File: config.mk
export PLATFORM = sky130hd
export DESIGN_NAME = sr_latch
export DESIGN_NICKNAME = d
export VERILOG_FILES = /design/src/rtl/sr_latch.sv
export SDC_FILE = /design/constraint.sdc
export NUM_CORES = 1
export LEC_CHECK = 0
export CAP_MARGIN = 30
export CORE_AREA = 2 2 39 41
export DETAILED_ROUTE_END_ITERATION = 8
export DIE_AREA = 0 0 41 43
export SKIP_LAST_GASP = 1
export SLEW_MARGIN = 10
export SYNTH_ARGS = -nofsm -noshare
export SYNTH_HDL_FRONTEND = slang
export SYNTH_SLANG_ARGS = --single-unit
File: constraint.sdc
create_clock -name clk -period 2.3 [get_ports clk]
set_input_delay 0.46 -clock clk [delete_from_list [all_inputs] [get_ports clk]]
set_output_delay 0.46 -clock clk [all_outputs]
set_load 0.005 [all_outputs]
File: src/rtl/sr_latch.sv
// Clocked set/reset latch holding the magnetron enable bit, with an optional
// input synchronizer and one-cycle pulses on each change of the latched state.
module sr_latch #(
  parameter int unsigned SYNC_STAGES    = 2,    // legal range 0..4
  parameter bit          RESET_DOMINANT = 1'b1
) (
  input  logic clk,
  input  logic rst_n,
  input  logic s,
  input  logic r,
  output logic q,
  output logic q_n,
  output logic set_evt,
  output logic clr_evt
);

  logic s_sync;
  logic r_sync;

  generate
    if (SYNC_STAGES == 0) begin : g_bypass
      assign s_sync = s;
      assign r_sync = r;
    end else begin : g_sync
      logic [SYNC_STAGES-1:0] s_pipe_q;
      logic [SYNC_STAGES-1:0] r_pipe_q;

      // NOTE: synchronizer flops are cleared on reset so stale requests captured
      // before reset cannot re-enable the magnetron after it is released.
      always_ff @(posedge clk) begin
        if (!rst_n) begin
          s_pipe_q <= '0;
          r_pipe_q <= '0;
        end else begin
          s_pipe_q[0] <= s;
          r_pipe_q[0] <= r;
          for (int i = 1; i < int'(SYNC_STAGES); i++) begin
            s_pipe_q[i] <= s_pipe_q[i-1];
            r_pipe_q[i] <= r_pipe_q[i-1];
          end
        end
      end

      assign s_sync = s_pipe_q[SYNC_STAGES-1];
      assign r_sync = r_pipe_q[SYNC_STAGES-1];
    end
  endgenerate

  logic q_q;
  logic q_d;
  logic q_n_q;
  logic set_evt_q;
  logic clr_evt_q;

  // NOTE: q_d is assigned on every path (full case plus default), so no latch
  // is inferred for the next-state value.
  always_comb begin
    q_d = q_q;
    unique case ({s_sync, r_sync})
      2'b00:   q_d = q_q;
      2'b10:   q_d = 1'b1;
      2'b01:   q_d = 1'b0;
      default: q_d = ~RESET_DOMINANT;
    endcase
  end

  // NOTE: non-blocking assignments keep every register updating from the
  // values present before the edge, so q and the event pulses stay aligned.
  always_ff @(posedge clk) begin
    if (!rst_n) begin
      q_q       <= 1'b0;
      q_n_q     <= 1'b1;
      set_evt_q <= 1'b0;
      clr_evt_q <= 1'b0;
    end else begin
      q_q       <= q_d;
      q_n_q     <= ~q_d;
      set_evt_q <= ~q_q & q_d;
      clr_evt_q <= q_q & ~q_d;
    end
  end

  assign q       = q_q;
  assign q_n     = q_n_q;
  assign set_evt = set_evt_q;
  assign clr_evt = clr_evt_q;

endmodule

==> results.cfg <==
[power]
power_leakage_nw = 0.1388
vdd.ir_drop.worst_uv = 265.0
pwr_density_cell_mw_per_mm2 = 773.6

[layout]
areaGrowthSynthToFinish_pct = 49.72
antenna-diode-count = 0
design.final.nets = 33
fill_cells = 153
drive_above_1_share = 0.2963
multi_input_area_um2 = 66.31
layout.cells.non_filler = 43
seqCellArea_um2 = 160.2

[grt]
first_pass_grt_wire_length_um = 489
grt_max_degree = 7
globalRouteOverflowTotal = 0
grt-busiest-layer = met3
antenna_found_initial = 0
grt_use_met3 = 0.07853
grt_util_met1 = 0.04194
grt_pass1_vias = 131
groute.usage.overall = 0.04925
global_route.usage.met2 = 0.05625

[worst_setup_path]
regToRegEndpoint = set_evt$_SDFF_PN0_
cp_data_required_time_ns = 1.84
r2r.worst_path.cells = 2
critical_path_buf_inv_count = 1
slowest_stage = clkdlybuf4s50_1
critical_path_arrival_ns = 1.13
worst-setup-path-type = register to output port
setup.worst_path.start_class = register
kind_of_end_point_of_the_critical_path = output port
crit_fanout = 5
timing.rr.start = g_sync.r_pipe_q[1]$_SDFF_PN0_
timing.critical_path.max_delay_family = buffers and inverters
cp_cell_sequence = clkdlybuf4s50_1
critical_path.max_stage_delay_ns = 0.52
rrSetupSlack_ns = 1.54

[clocking]
cts_buffer_depth = 2
postCtsResizedCells = 0
h-tree-depth = 1
clk_root_buffer_cell = clkbuf_4
cts_hold_buffers = 0
cts_setup_buffers = 0
clock_sink_count = 8
tritoncts = yes
worst_skew_pair.late_latency_ns = 0.24
clk_pin_slew_worst_paths_ns = 0.05
cts-buffers-inserted = 3

[logic_synthesis]
synth.top_cells.by_area = dfxtp_1, and2_2, and3b_1
synth_simple_gate_area_share = 0.2376
number_of_warnings_issued_by_yosys = 0
synth_top_family_by_area = simple AND/OR/NAND/NOR gates
synthDistinctLibCells = 7
synth_register_bits = 8
cell_taking_the_most_area_after_synthesis = dfxtp_1
yosysTopAreaCellShare = 0.7072
post_synthesis_adder_cell_area_fraction = 0
synth.mux.area_fraction = 0
synth_fp_nets = 21
ys_seq_area_frac = 0.7072
mappedNetlistArea_um2 = 226.5
syn_inst = 17
avgSynthCellArea_um2 = 13.32
area_fraction_in_compound_gates_after_synthesis = 0.05525
synth_xor_area_frac = 0

[sta]
final_period_minus_worst_setup_slack_ns = 1.595
final.hold.worst_slack_ns = 0.4423
period_share = 0.6934
worst_slew_pin_tran_ns = 0.1568
final-hold-violation-count = 0
skew_ns = 0.0009155
totalNegativeSetupSlack_ns = 0
setup_viol = 0
timing.max_slew.rel_slack = 0.8952
max_freq_mhz = 627.0
drv_slew = 0
grt_setup_unrepaired = no

[floorplan]
floorplan.core_area_mm2 = 0.001384
area_of_the_die_mm2 = 0.001763
std_cell_rows = 14
die_h_um = 43
initial_core_util = 0.1637
design.portCount = 8
floorplan_die_width_um = 41

[routing]
detailroute.via_count = 152
totalWireLength_um = 273
via_per_inst = 3.535
drt_iter0_markers = 0
count_of_unresolved_drc_violations_after_routing = 0
drt_pass1_iterations = 1
drtAntennaViolNets = 0
wl_per_cell_um = 6.349

[place]
placed_cells_incl_taps = 40
gp_routability_congestion = 0.5679
count_of_buffers_inserted_at_the_top_level_ports = 7

[outcome]
status = completed

[hold_path]
holdPathEnd = g_sync.r_pipe_q[1]$_SDFF_PN0_
number_of_stages_on_the_worst_hold_path = 1
timing.hold.worst.class = register to register
hold_start = g_sync.r_pipe_q[0]$_SDFF_PN0_

[run]
maxCapViolations = 0
## how the worst max path moves through the flow
stage	from	to	slack, ns	cells after the start
floorplan	rst_n	set_evt$_SDFF_PN0_	1.43	2
global placement	rst_n	set_evt$_SDFF_PN0_	0.89	3
detailed placement	rst_n	set_evt$_SDFF_PN0_	0.88	3
CTS	q$_SDFF_PN0_	q	0.69	1
global route	q$_SDFF_PN0_	q	0.64	1
finish	q$_SDFF_PN0_	q	0.71	1
## area by class of cell
type,count,area share
sequential,8,0.4723
timing repair buffer,7,0.2066
multi-input combinational,9,0.1956
clock buffer,3,0.06642
tap,16,0.05904
## logic make-up after synthesis
group,after synthesis
simple gates,7
compound gates,2
flops,8
## power by group
part | internal [mW] | switching [mW] | leakage (nW)
logic | 0.0118 | 0.00375 | 0.0593
clock network | 0.0593 | 0.0411 | 0.0138
registers | 0.144 | 0.00205 | 0.0657
## synthesized netlist by cell type
| cell type | count |
|---|---|
| o21a_1 | 1 |
| and2_2 | 4 |
| and3_2 | 1 |
| and2b_1 | 1 |
| o21ai_0 | 1 |
| dfxtp_1 | 8 |
| and3b_1 | 1 |
## state kept, by name, indices dropped and copies added, names as in the netlist
name / count
g_sync.r_pipe_q: 2
g_sync.s_pipe_q: 2
clr_evt: 1
q: 1
q_n: 1
set_evt: 1
## cell usage in the layout (no fill, tap or decap)
| cell type | n |
|---|---|
| and3b_1 | 1 |
| clkbuf_4 | 3 |
| and3_2 | 1 |
| and2_2 | 4 |
| dfxtp_1 | 8 |
| o21a_1 | 1 |
| clkdlybuf4s50_1 | 7 |
| and2b_1 | 1 |
| o21ai_0 | 1 |
## through the flow
step	utilization	area, um2	total power [mW]	setup slack [ns]
3_5_place_dp	0.2288	316.6	0.1650	0.8782
2_1_floorplan	-	226.5	0.1543	1.430
3_3_place_gp	0.2288	316.6	0.1647	0.8857
4_1_cts	0.2450	339.1	0.2681	0.6896
5_1_grt	0.2450	339.1	0.2783	0.6446
6_report	0.2450	339.1	0.2623	0.7051
## per-layer routing
metal  vias up  part of all wire
met5         -                 0
met4         0                 0
met3         0              0.16
met2        10              0.42
met1        64              0.42
li1         78                 -
Power figures use the tool's default switching activity.
